## src/rtl/fp_cvt_sequencer.sv

```systemverilog
// Convert-unit sequencer: request FIFO -> convert datapath -> result register; FP32 NaN-boxing under FP_CVT_NANBOX_EN.
// Latency 1 cycle accept-to-response; req_ready = FIFO not full; response held while rsp_ready is low.
module fp_cvt_sequencer #(
  parameter int TAG_W = 4,
  parameter int DEPTH = 2
) (
  input  logic             clk,
  input  logic             rst_n,
  input  logic             flush,
  input  logic             req_valid,
  output logic             req_ready,
  input  logic [63:0]      req_operand,
  input  logic [1:0]       req_input_type,
  input  logic [1:0]       req_output_type,
  input  logic [2:0]       req_rm,
  input  logic [TAG_W-1:0] req_tag,
  input  logic [2:0]       frm,
  output logic [63:0]      cvt_operand,
  output logic [1:0]       cvt_input_type,
  output logic [1:0]       cvt_output_type,
  output logic [2:0]       cvt_rm,
  input  logic [63:0]      cvt_result,
  input  logic [3:0]       cvt_flags,
  output logic             rsp_valid,
  input  logic             rsp_ready,
  output logic [63:0]      rsp_result,
  output logic [3:0]       rsp_flags,
  output logic             rsp_illegal,
  output logic [TAG_W-1:0] rsp_tag,
  output logic [3:0]       fflags,
  input  logic             fflags_clr
);

  localparam int AW = $clog2(DEPTH);
  localparam logic [AW:0] PTR_ONE = 1;
`ifdef FP_CVT_NANBOX_EN
  localparam logic [31:0] FP32_UPPER = 32'hFFFF_FFFF;
`else
  localparam logic [31:0] FP32_UPPER = 32'h0000_0000;
`endif

  logic [AW:0]      wr_ptr_q, wr_ptr_d, rd_ptr_q, rd_ptr_d;
  logic [63:0]      op_q   [DEPTH];
  logic [1:0]       ityp_q [DEPTH];
  logic [1:0]       otyp_q [DEPTH];
  logic [2:0]       rm_q   [DEPTH];
  logic [TAG_W-1:0] tag_q  [DEPTH];

  logic             rsp_valid_q, rsp_valid_d;
  logic [63:0]      rsp_result_q, rsp_result_d;
  logic [3:0]       rsp_flags_q, rsp_flags_d;
  logic             rsp_illegal_q, rsp_illegal_d;
  logic [TAG_W-1:0] rsp_tag_q, rsp_tag_d;
  logic [3:0]       fflags_q, fflags_d;

  logic             full, empty, push, pop, head_illegal;
  logic [2:0]       rm_res;
  logic [63:0]      fmt_result;
  logic [AW-1:0]    rd_idx;

  assign full   = (wr_ptr_q[AW] != rd_ptr_q[AW]) && (wr_ptr_q[AW-1:0] == rd_ptr_q[AW-1:0]);
  assign empty  = (wr_ptr_q == rd_ptr_q);
  assign req_ready = !full;
  assign push   = req_valid && !full && !flush;
  assign pop    = !empty && (!rsp_valid_q || rsp_ready) && !flush;
  // Dynamic rm is frozen into the entry so later frm writes cannot affect it.
  assign rm_res = (req_rm == 3'b111) ? frm : req_rm;
  assign rd_idx = rd_ptr_q[AW-1:0];

  always_ff @(posedge clk or negedge rst_n) begin
    if (!rst_n) begin
      for (int i = 0; i < DEPTH; i++) begin
        op_q[i]   <= '0;
        ityp_q[i] <= '0;
        otyp_q[i] <= '0;
        rm_q[i]   <= '0;
        tag_q[i]  <= '0;
      end
    end else if (push) begin
      op_q[wr_ptr_q[AW-1:0]]   <= req_operand;
      ityp_q[wr_ptr_q[AW-1:0]] <= req_input_type;
      otyp_q[wr_ptr_q[AW-1:0]] <= req_output_type;
      rm_q[wr_ptr_q[AW-1:0]]   <= rm_res;
      tag_q[wr_ptr_q[AW-1:0]]  <= req_tag;
    end
  end

  assign cvt_operand     = op_q[rd_idx];
  assign cvt_input_type  = ityp_q[rd_idx];
  assign cvt_output_type = otyp_q[rd_idx];
  assign cvt_rm          = rm_q[rd_idx];

  always_comb begin
    wr_ptr_d = wr_ptr_q;
    rd_ptr_d = rd_ptr_q;
    if (flush) begin
      rd_ptr_d = wr_ptr_q;
    end else begin
      if (push) wr_ptr_d = wr_ptr_q + PTR_ONE;
      if (pop)  rd_ptr_d = rd_ptr_q + PTR_ONE;
    end
  end

  assign head_illegal = (cvt_rm >= 3'b101);

  always_comb begin
    fmt_result = cvt_result;
    case (cvt_output_type)
      2'b00:   fmt_result = {FP32_UPPER, cvt_result[31:0]};
      2'b01:   fmt_result = cvt_result;
      default: fmt_result = {{32{cvt_result[31]}}, cvt_result[31:0]};
    endcase
  end

  always_comb begin
    rsp_valid_d   = rsp_valid_q;
    rsp_result_d  = rsp_result_q;
    rsp_flags_d   = rsp_flags_q;
    rsp_illegal_d = rsp_illegal_q;
    rsp_tag_d     = rsp_tag_q;
    if (flush) begin
      rsp_valid_d = 1'b0;
    end else if (pop) begin
      rsp_valid_d   = 1'b1;
      rsp_illegal_d = head_illegal;
      rsp_result_d  = head_illegal ? 64'd0 : fmt_result;
      rsp_flags_d   = head_illegal ? 4'd0 : cvt_flags;
      rsp_tag_d     = tag_q[rd_idx];
    end else if (rsp_valid_q && rsp_ready) begin
      rsp_valid_d = 1'b0;
    end
  end

  // A clear coinciding with a handshake keeps only that response's flags.
  always_comb begin
    fflags_d = fflags_clr ? 4'd0 : fflags_q;
    if (rsp_valid_q && rsp_ready && !rsp_illegal_q) fflags_d = fflags_d | rsp_flags_q;
  end

  always_ff @(posedge clk or negedge rst_n) begin
    if (!rst_n) begin
      wr_ptr_q      <= '0;
      rd_ptr_q      <= '0;
      rsp_valid_q   <= 1'b0;
      rsp_result_q  <= '0;
      rsp_flags_q   <= '0;
      rsp_illegal_q <= 1'b0;
      rsp_tag_q     <= '0;
      fflags_q      <= '0;
    end else begin
      wr_ptr_q      <= wr_ptr_d;
      rd_ptr_q      <= rd_ptr_d;
      rsp_valid_q   <= rsp_valid_d;
      rsp_result_q  <= rsp_result_d;
      rsp_flags_q   <= rsp_flags_d;
      rsp_illegal_q <= rsp_illegal_d;
      rsp_tag_q     <= rsp_tag_d;
      fflags_q      <= fflags_d;
    end
  end

  assign rsp_valid   = rsp_valid_q;
  assign rsp_result  = rsp_result_q;
  assign rsp_flags   = rsp_flags_q;
  assign rsp_illegal = rsp_illegal_q;
  assign rsp_tag     = rsp_tag_q;
  assign fflags      = fflags_q;

endmodule

```

## config.mk

```make
export PLATFORM = sky130hd
export DESIGN_NAME = fp_cvt_sequencer
export DESIGN_NICKNAME = d
export VERILOG_FILES = /design/src/rtl/fp_cvt_sequencer.sv
export SDC_FILE = /design/constraint.sdc
export NUM_CORES = 1
export LEC_CHECK = 0
export ABC_AREA = 1
export CORE_MARGIN = 2
export CORE_UTILIZATION = 52
export DETAILED_ROUTE_END_ITERATION = 7
export PLACE_DENSITY = 0.89
export SLEW_MARGIN = 25
export SYNTH_ARGS = -nofsm -noshare
export SYNTH_HDL_FRONTEND = slang
export SYNTH_SLANG_ARGS = --single-unit
```

## constraint.sdc

```tcl
create_clock -name clk -period 2.17 [get_ports clk]
set_input_delay 0.3255 -clock clk [delete_from_list [all_inputs] [get_ports clk]]
set_output_delay 0.3255 -clock clk [all_outputs]
set_load 0.01 [all_outputs]
```

# ---- Word level (Yosys, flattened, before mapping)
# Index checks and enable logic that the tools add are counted.
# Widths: inputs -> output; s select.
dict set report totals {
  ff_bits 232
  inputBits 152
  output_inout_bits 150
}
dict set report op_classes {
  reduce_logical 19
  magnitude_cmp 4
  eq_ne 5
  bitwise 4
  n_addsub 2
  muxes 39
}
# cell n
set op_table {}
lappend op_table {{$mux 64} 5}
lappend op_table {{$bwmux 128} 1}
lappend op_table {{$pmux 64 s2} 1}
lappend op_table {{$demux 64 s1} 1}
lappend op_table {{$mux 4} 7}
lappend op_table {{$mux 2} 9}
lappend op_table {{$mux 3} 5}
lappend op_table {{$bwmux 4} 2}
lappend op_table {{$bwmux 8} 1}
lappend op_table {{$logic_and 1x1->1} 8}
lappend op_table {{$bwmux 6} 1}
lappend op_table {{$logic_not 1->1} 5}
lappend op_table {{$add 2x1->2 const B} 2}
lappend op_table {{$demux 4 s1} 1}
lappend op_table {{$ge 2x2->1 const B} 2}
lappend op_table {{$not 1->2} 2}
lappend op_table {{$or 4x4->4} 1}
lappend op_table {{$reduce_and 2->1} 2}
lappend op_table {{$demux 3 s1} 1}
lappend op_table {{$eq 3x3->1 const B} 1}
lappend op_table {{$ge 3x3->1 const B} 1}
lappend op_table {{$mux 1} 3}
lappend op_table {{$reduce_bool 3->1} 1}
lappend op_table {{$demux 2 s1} 1}
lappend op_table {{9 further kinds} 9}

# ---- Depth between registers and ports, before layout
# Gate-level depths: netlist (run 1).
dict set report logic_depth {
  depth_word 7
  mapped_depth 10
  depth_no_buf 8
}

# ---- Worst setup path before layout (run 1)
# Ideal clock, no wire load.
dict set report synth_timing {
  path_type {reg-to-output}
  startpoint {register rd_ptr_q[0]}
  endpoint {output cvt_operand[11]}
  path_buffers 3
  required_ns 1.845
  stages_incl_launch_ff 7
  slack_ns 0.514
  t_arrival_ns 1.330
  cell_sequence {dfrtp_1 -> buf_4 -> inv_2 -> clkbuf_1 -> buf_1 -> nand2_1 -> nand2_1}
}
dict set report synth_via {
  elab_chain_cells 4
}
# item line_no
set synth_lines {}
lappend synth_lines {{from (decl)} 42} ;# logic [AW:0] wr_ptr_q, wr_ptr_d, rd_ptr_q, rd_ptr_d;
lappend synth_lines {{from (signal assigned)} 152} ;# rd_ptr_q <= rd_ptr_d;
lappend synth_lines {{$not 1->2 (implied by the code)} 88} ;# assign cvt_operand = op_q[rd_idx];
lappend synth_lines {{$mux 64 (implied by the code) (3 in series)} 88}
lappend synth_lines {{to (decl)} 18} ;# output logic [63:0] cvt_operand,
# No other way between the ends. The select of a mux whose other input is x is not followed.

# ---- Final worst setup path (run 1)
dict set report layout_timing {
  startpoint {register rd_ptr_q[0]}
  endpoint {output cvt_operand[33]}
}
# Same word-level chain as after synthesis.

==> impl_metrics.tcl, run 1 <==
set metrics [dict create \
    p_leak_nw 7.65 \
    antenna_left 0 \
    yosysSeqAreaShare 0.555 \
    synth_area_um2 10500 \
    grt_overflow_total 0 \
    finalCritPeriodShare 0.978 \
    syn_area_per_cell_um2 7.96 \
    synth_area_leaders "dfrtp_1, nand2_1, o21ai_1" \
    die_area_um2 21300 \
    cts_tree "built" \
    num_rows 51 \
    pwr-share-comb 0.492 \
    p_per_area_nw_per_um2 1580 \
    wl_um 30500 \
    power_frac_clock 0.185 \
    r2r_end "op_q[91]" \
    slew_viol_final 0 \
    die_y_um 146 \
    whs_ps 345 \
    vias 9768 \
    hp-class "input port to asynchronous set/reset pin" \
    worstMarginPinSlew_ps 511 \
    critPathMaxFanout 24 \
    yosysWarnings 0 \
    finalInstanceArea_um2 14700 \
    postSynthCellCount 1314 \
    cp.required_ps 1840 \
    startpoint_type "flop" \
    synth_nets 1466 \
    placed_cell_area_um2 13700 \
    crit_path_end_kind "output port" \
    antenna_found_initial 0 \
    start_util 0.534 \
    antenna_cells 0 \
    nFillCells 1411 \
    slew_headroom 0.659 \
    swShare 0.400 \
    synthArstFlopShare 1.00 \
    drtIter0Drc 633 \
    status "finished, final reports clean" \
    synth.distinct_cells 22 \
    hold_violations 0 \
    synth_top_area_share 0.555 \
    power_mw 23.2 \
    fin_skew_ps 22.7 \
    cts-root-buf "clkbuf_16" \
    cp_data_arrival_time_ps 1800 \
    synth_common_cells "nand2_1, dfrtp_1, o21ai_1, inv_1, nand3_1" \
    maxCapViolCount 0 \
    cts.sinks 232 \
    ir_worst_vdd_uv 750 \
    r2r_slack_ps 190 \
    dp.final_hpwl_um 20000 \
    p_switching_mw 9.26 \
    grt_pass1_vias 9693 \
    synth_top_flop_cell "dfrtp_1" \
    startpoint "rd_ptr_q[0]" \
    fmax_mhz 471 \
    setup_viol_count_final 0 \
    grt_max_degree 105 \
    rsz0062_at_grt "true" \
    fin_crit_ps 2120 \
    synth.most_common_cell "nand2_1" \
    yosysTopAreaCell "dfrtp_1" \
    synth_edf_count 0 \
    fin_cells 1879 \
    power_frac_seq 0.323 \
    grt_pass1_wl_um 50000 \
    clk_pin_slew_ps 60 \
    cts_buffer_depth 3 \
    max_stage_delay_ps 410 \
    pin_count 302 \
    globalRouteTotalUtil 0.287 \
    placedCellCount 1825 \
    dr.pass1.iters 5 \
    wl_per_cell_um 16.2 \
    cts_buffers 23 \
    core_area_um2 19600 \
    ys_ff_latch 232 \
    layout-drive-gt1-share 0.0793 \
    clk_latency_ps 500 \
    path_class "flop to output port" \
    fin_nets 1750 \
    rr_worst_depth 9 \
    power.internal_mw 13.9 \
    viasPerCell 5.20 \
    cp_slowest_cell "dfrtp_2" \
    portBuffers 301 \
    place_congestion 0.857 \
    endpoint "cvt_operand[33]" \
    path_cells "buf_4, buf_4, buf_12, nand2_1, nand2_1, dlygate4sd2_1" \
    fp.dieW_um 146 \
    drc 0 \
    rr_startpoint "rd_ptr_q[0]" \
    htreeDepth 1 \
    syn_to_final_growth_pct 40.3 \
]
layout by cell type (no fill, tap or decap), types with 2 or more instances in the layout:
cell	netlist	layout
bufbuf_16	0	3
clkinvlp_4	0	2
nand3_1	39	39
nand3_4	0	3
dfrtp_1	232	231
inv_2	3	2
o21ai_0	14	14
buf_4	4	19
nand2_1	615	615
o21ai_2	17	18
clkbuf_2	0	22
clkinv_2	0	2
dlymetal6s2s_1	0	2
clkbuf_16	0	23
mux2i_1	4	4
o21ai_1	174	172
clkbuf_8	0	6
clkdlybuf4s50_1	0	228
buf_16	0	3
nor2_1	38	37
inv_1	88	88
dlygate4sd2_1	0	47
bufinv_16	0	4
buf_12	0	13
clkbuf_1	32	4
sequential cells by signal, summed over array words and instances, names as in the netlist:
signal,count
wr_ptr_q,2
tag_q,8
rsp_result,64
fflags,4
rm_q,6
op_q,128
otyp_q,4
rsp_flags,4
rsp_valid,1
ityp_q,4
rsp_tag,4
rsp_illegal,1
rd_ptr_q,2
final cells by class:
class	count	area (µm²)	area share
Sequential cell	232	5810	0.396
Multi-Input combinational cell	910	3910	0.267
Clock inverter	8	145	0.00990
Timing Repair Buffer	340	3450	0.235
Clock buffer	33	673	0.0459
Inverter	91	349	0.0238
Tap cell	265	332	0.0226
worst max-delay path: cells and delay by family, from the launching register on:
family	cells	cell delay [ps]
buf+inv	4	750
flops	1	410
simple gates	2	140
per-layer routing:
layer | vias up | share of wire | track usage | wire [µm]
met5 | - | 0 | 0 | 0
li1 | 4656 | - | - | -
met4 | 0 | 0.031 | 0.103 | 952
met1 | 4579 | 0.39 | 0.367 | 11900
met2 | 464 | 0.48 | 0.474 | 14800
met3 | 69 | 0.095 | 0.0749 | 2910
power groups by stage:
stage	Sequential [mW]	Combinational (mW)	Clock (mW)
5_1_grt	7.69	12.6	4.51
2_1_floorplan	7.49	6.10	0
4_1_cts	7.46	11.5	4.34
3_3_place_gp	7.44	10.9	0
6_report	7.49	11.4	4.27
3_5_place_dp	7.48	11.3	0
how the worst min path moves through the flow:
| stage | depth (start not counted) | startpoint | to | slack (ps) |
|---|---|---|---|---|
| 3_3_place_gp | 1 | rst_n | op_q[81] | 290 |
| 3_5_place_dp | 1 | rst_n | op_q[81] | 300 |
| 5_1_grt | 3 | cvt_result[27] | rsp_result[27] | 380 |
| 6_report | 2 | rst_n | op_q[81] | 340 |
| 2_1_floorplan | 0 | rst_n | fflags[0] | 30 |
| 4_1_cts | 2 | rst_n | op_q[81] | 360 |
cell families after synthesis:
family	count (synthesis)	synth area share
mux	4	0.00383
flops	232	0.555
xor+xnor	3	0.00323
compound gates	205	0.104
simple gates	698	0.258
buf+inv	172	0.0755
stage by stage:
stage,setup TNS [ps],utilization,worst slack (ps)
floorplan,0,-,514
global placement,0,0.701,239
detailed placement,0,0.701,177
CTS,-370,0.751,-189
global route,-6.29,0.749,-5.89
finish,0,0.749,47.2
what timing repair did:
action / CTS / global route
setup endpoints to repair: 72 / 25
gates cloned: 6 / 0
pin swaps: 1 / 0
setup buffers: 4 / 2
gates resized for setup: 82 / 49
endpoints found under the hold margin: 58 / 0
hold buffers: 1 / 0
Note: power is estimated with default switching activity, not from simulation.
==> run 2, diff against run 1 <==
- CORE_ASPECT_RATIO: unset -> 1.4
- CORE_UTILIZATION: 52 -> 38
- PLACE_DENSITY: 0.89 -> 0.69
==> impl_metrics.tcl, run 2 (same netlist as run 1, synthesis figures left out) <==
set metrics [dict create \
    status "complete, but fails checks" \
    violations "negative setup slack" \
    crit_path_end_kind "output port" \
    num_rows 71 \
    slew_viol_final 0 \
    viasPerCell 4.70 \
    finalInstanceArea_um2 15000 \
    die_area_um2 28900 \
    cp_slowest_cell "dfrtp_4" \
    drc 0 \
    fin_skew_ps 8.69 \
    globalRouteTotalUtil 0.202 \
    cts-root-buf "clkbuf_16" \
    vias 9400 \
    pre_cts_ws_ps 67.5 \
    rsz0062_at_grt "true" \
    crit_path_frequent_cell "nand2_1" \
    fin_cells 1998 \
    path_class "flop to output port" \
    clk_pin_slew_ps 60 \
    layout_common_cells "nand2_1, dfrtp_1, clkdlybuf4s50_1, o21ai_1, inv_1" \
    dr.pass1.iters 5 \
    dp.final_hpwl_um 19900 \
    ir_worst_vdd_uv 814 \
    critPathMaxFanout 18 \
    fp.dieW_um 144 \
    die_y_um 200 \
    path_cells "buf_6, bufbuf_16, nand2_1, nand2_1, clkdlybuf4s15_2" \
    cts_tree "built" \
    wl_per_cell_um 15.0 \
    syn_to_final_growth_pct 43.7 \
    power_frac_clock 0.191 \
    core_area_um2 27000 \
    power_frac_seq 0.320 \
    wl_um 29900 \
    pwr-share-comb 0.489 \
    layout-drive-gt1-share 0.109 \
    setup_viol_count_final 7 \
    grt_pass1_vias 9371 \
    startpoint_type "flop" \
    grt_max_degree 59 \
    swShare 0.392 \
    tns_ps -78.7 \
    setup_ws_ps -17.0 \
    grt_pass1_wl_um 47500 \
    placedCellCount 1939 \
    path_buf_inv 3 \
    cts_buffers 24 \
    clk_latency_ps 510 \
    max_stage_delay_ps 540 \
    antenna_found_initial 0 \
    place_congestion 0.806 \
    cts.sinks 232 \
    cp_data_arrival_time_ps 1860 \
    pin_count 302 \
    final_common_cell "nand2_1" \
    placed_cell_area_um2 14000 \
    critPathTopFamily "buffers and inverters" \
    finalCritPeriodShare 1.01 \
    antenna_cells 0 \
    maxCapViolCount 0 \
    fin_nets 1767 \
    p_leak_nw 7.65 \
    grt_overflow_total 0 \
    drtIter0Drc 543 \
    fmax_mhz 457 \
    cp.required_ps 1840 \
    portBuffers 301 \
    largest_register_ffs 128 \
    hp-class "input port to asynchronous set/reset pin" \
    start_util 0.387 \
    antenna_left 0 \
    rr_startpoint "rd_ptr_q[0]" \
    p_switching_mw 9.17 \
    power.internal_mw 14.3 \
    fin_crit_ps 2190 \
    htreeDepth 1 \
    worstMarginPinSlew_ps 527 \
    hold_violations 0 \
    cts_buffer_depth 3 \
    top_register "op_q" \
    nFillCells 2546 \
    startpoint "rd_ptr_q[0]" \
    slew_headroom 0.648 \
    p_per_area_nw_per_um2 1560 \
]
[run 2: changes by cell type in the layout (fill, tap and decap cells not counted), sizes merged, moves of 2 or more]
cell / before / now
dlygate4sd2: 47 / 7
clkbuf: 55 / 60
buf: 36 / 65
clkdlybuf4s15: 1 / 30
dlymetal6s2s: 2 / 0
bufbuf: 3 / 1
[run 2: area by class of cell]
class	count	area [µm²]	area share
clock buffers	37	761	0.0507
multi-input cells	910	3940	0.262
repair buffers	355	3580	0.239
inverters	91	349	0.0232
clock inverters	7	118	0.00783
repair inverters	1	6.26	0.000417
well taps	365	457	0.0304
flip-flops and latches	232	5810	0.387
[run 2: through the flow]
stage | power [mW] | hold WS, ps | util
finish | 23.4 | 316 | 0.556
global route | 25.3 | 324 | 0.556
CTS | 23.6 | 322 | 0.556
detailed placement | 19.0 | 271 | 0.518
global placement | 18.8 | 272 | 0.518
floorplan | 13.6 | 29.9 | -
[run 2: worst reg2reg max path, delay by kind of cell, from the launching register on]
family                 cells  cell delay [ps]
AO/OA/AOI/OAI              2              610
buffers and inverters      2              480
flip-flops                 1              540
AND/OR/NAND/NOR            3              240
[run 2: final timing paths]
kind,end,slack (ps),depth (start not counted)
min in group clk,rsp_result[16],360,3
max in group asynchronous,rsp_result[39],1220,3
setup / recovery,cvt_operand[31],-20,5
hold reg to reg,rsp_result[34],480,2
hold / removal,op_q[87],320,2
setup reg to reg,rsp_result[18],220,7
[run 2: metal layers]
metal / global-route usage / share of wire / vias up
li1: - / - / 4685
met1: 0.258 / 0.42 / 4347
met2: 0.347 / 0.49 / 322
met3: 0.0404 / 0.075 / 46
met4: 0.0558 / 0.021 / 0
met5: 0 / 0 / -
[run 2: power groups by stage]
stage / Clock (mW) / Sequential (mW) / Combinational, mW
final: 4.47 / 7.50 / 11.5
after global routing: 4.78 / 7.71 / 12.8
after CTS: 4.60 / 7.47 / 11.5
after detailed placement: 0 / 7.48 / 11.5
after global placement: 0 / 7.45 / 11.3
after floorplan: 0 / 7.49 / 6.10
[run 2: timing repair]
action,in CTS,in global routing
setup buffers,8,1
gates cloned,4,2
hold buffers,1,0
endpoints found under the hold margin,43,0
pin swaps,0,1
endpoints found under the setup margin,72,81
resized for setup,162,59
==> run 3, diff against run 2 <==
--- a/config.mk
+++ b/config.mk
@@ -12,2 +12,3 @@
 export DETAILED_ROUTE_END_ITERATION = 7
+export GPL_TIMING_DRIVEN = 0
 export PLACE_DENSITY = 0.69
==> constraint.sdc (replaced) <==
create_clock -name clk -period 2.17 [get_ports clk]
set_input_delay 0.434 -clock clk [delete_from_list [all_inputs] [get_ports clk]]
set_output_delay 0.434 -clock clk [all_outputs]
set_load 0.01 [all_outputs]
==> impl_metrics.tcl, run 3 (same netlist as run 1, synthesis figures left out) <==
set metrics [dict create \
    swShare 0.403 \
    finalCritPeriodShare 1.03 \
    vias 9692 \
    setup_viol_count_final 8 \
    dp.final_hpwl_um 22200 \
    cts_buffer_depth 3 \
    portBuffers 301 \
    maxCapViolCount 0 \
    layout-drive-gt1-share 0.191 \
    grt_pass1_vias 9779 \
    num_rows 71 \
    path_cells "buf_8, buf_12, buf_6, clkbuf_16, buf_6, nand2_4, nand2_2, buf_6" \
    wl_per_cell_um 15.7 \
    max_stage_delay_ps 380 \
    pwr-share-comb 0.534 \
    power.internal_mw 14.9 \
    dr.pass1.iters 5 \
    cp_slowest_cell "dfrtp_1" \
    seqCellArea_um2 5810 \
    pin_count 302 \
    violations "negative setup slack" \
    critPathMaxFanout 7 \
    cts_tree "built" \
    drtIter0Drc 395 \
    grt_pass1_wl_um 50500 \
    slew_viol_final 0 \
    cp.required_ps 1740 \
    worstMarginPinSlew_ps 639 \
    fp.dieW_um 144 \
    slew_headroom 0.574 \
    cts-root-buf "clkbuf_16" \
    syn_to_final_growth_pct 51.2 \
    setup_ws_ps -67.7 \
    path_class "flop to output port" \
    antenna_left 0 \
    cp_data_arrival_time_ps 1800 \
    grt_max_degree 89 \
    final_common_cell "nand2_1" \
    rsz0062_at_grt "true" \
    multi_input_area_um2 4360 \
    die_area_um2 28900 \
    power_frac_seq 0.302 \
    drc 0 \
    htreeDepth 1 \
    power_frac_clock 0.164 \
    grt_overflow_total 0 \
    utilization 0.585 \
    clk_latency_ps 530 \
    cts_buffers 25 \
    p_switching_mw 10.1 \
    start_util 0.387 \
    hold_violations 0 \
    viasPerCell 4.72 \
    hp-class "input port to flop" \
    status "complete, but fails checks" \
    cts.sinks 232 \
    p_per_area_nw_per_um2 1580 \
    wl_um 32200 \
    ir_worst_vdd_uv 862 \
    nFillCells 2478 \
    p_leak_nw 8.09 \
    core_area_um2 27000 \
    fin_crit_ps 2240 \
    antenna_found_initial 1 \
    fmax_mhz 447 \
    top_register "op_q" \
    clk_pin_slew_ps 60 \
    fin_nets 1823 \
    startpoint_type "flop" \
    fin_skew_ps 15.6 \
    layout_common_cells "nand2_1, dfrtp_1, clkdlybuf4s50_1, o21ai_1, inv_1" \
    largest_register_ffs 128 \
    globalRouteTotalUtil 0.217 \
    die_y_um 200 \
    place_congestion 0.812 \
    power_mw 25.0 \
    crit_path_end_kind "output port" \
    crit_path_frequent_cell "buf_6" \
]
## run 3: cell types whose count changed in the layout (fill, tap and decap cells not counted), moves of 11 or more
cell and delta:
buf_2 +35, buf_6 +59, nand2_1 -97, buf_4 -13, clkbuf_2 -17, buf_12 -12, clkbuf_1 +26, nand2_2 +57
clkdlybuf4s15_1 -18, nand2_4 +38, clkdlybuf4s15_2 -11
## run 3: path summary, 6_finish.rpt
kind / slack (ps) / to / from / cells past startpoint
worst min-delay path: 450 / rsp_result[19] / cvt_result[19] / 3
worst max register to register: 130 / op_q[123] / rd_ptr_q[0] / 8
worst min register to register: 480 / rsp_result[54] / rsp_result[54] / 2
min in group asynchronous: 480 / op_q[87] / rst_n / 2
max in group asynchronous: 800 / rsp_result[21] / rst_n / 3
worst max-delay path: -70 / cvt_operand[46] / rd_ptr_q[0] / 8
## run 3: area by class of cell
| cell class | instances | area share |
|---|---|---|
| sequential | 232 | 0.367 |
| multi-input combinational | 910 | 0.276 |
| timing repair buffer | 332 | 0.212 |
| buffer | 79 | 0.0451 |
| clock buffer | 37 | 0.0437 |
| tap | 365 | 0.0289 |
| inverter | 91 | 0.0224 |
| clock inverter | 8 | 0.00491 |
| antenna | 1 | 0.000158 |
## run 3: timing repair
item | in CTS | in global routing
hold buffers | 1 | 0
gates resized for setup | 388 | 166
endpoints found under the hold margin | 77 | 0
buffers inserted | 16 | 3
gates cloned | 4 | 5
pin swaps | 15 | 41
setup endpoints to repair | 72 | 66
## run 3: stage by stage
step           instance area, µm²  setup slack (ps)  setup TNS [ps]  std cells  hold slack [ps]
2_1_floorplan               10500               406               0       1314              138
3_3_place_gp                13900             -9270        -2193960       1980              462
3_5_place_dp                14000              -799          -49990       1982              465
4_1_cts                     15100              -193           -1000       2046              434
5_1_grt                     15800              -132           -2110       2054              454
6_report                    15800             -67.7            -182       2055              453
## run 3: metal layers
metal	wire length, µm	vias to the layer above	GRT usage
li1	-	4801	-
met5	0	-	0
met3	2510	40	0.0514
met4	638	0	0.0468
met2	16400	300	0.389
met1	12600	4551	0.262
## run 3: worst max-delay path, delay by kind of cell, from the launching register on
family / cells / cell delay (ps)
buffers and inverters: 6 / 800
and+or+nand+nor: 2 / 100
DFF: 1 / 380
## run 3: power groups by stage
stage / Combinational (mW) / Clock (mW) / Sequential (mW)
after CTS: 12.2 / 4.18 / 7.35
after floorplan: 6.10 / 0 / 7.49
after detailed placement: 11.6 / 0 / 7.37
after global routing: 14.8 / 4.37 / 7.76
final: 13.3 / 4.08 / 7.54
after global placement: 11.4 / 0 / 7.32
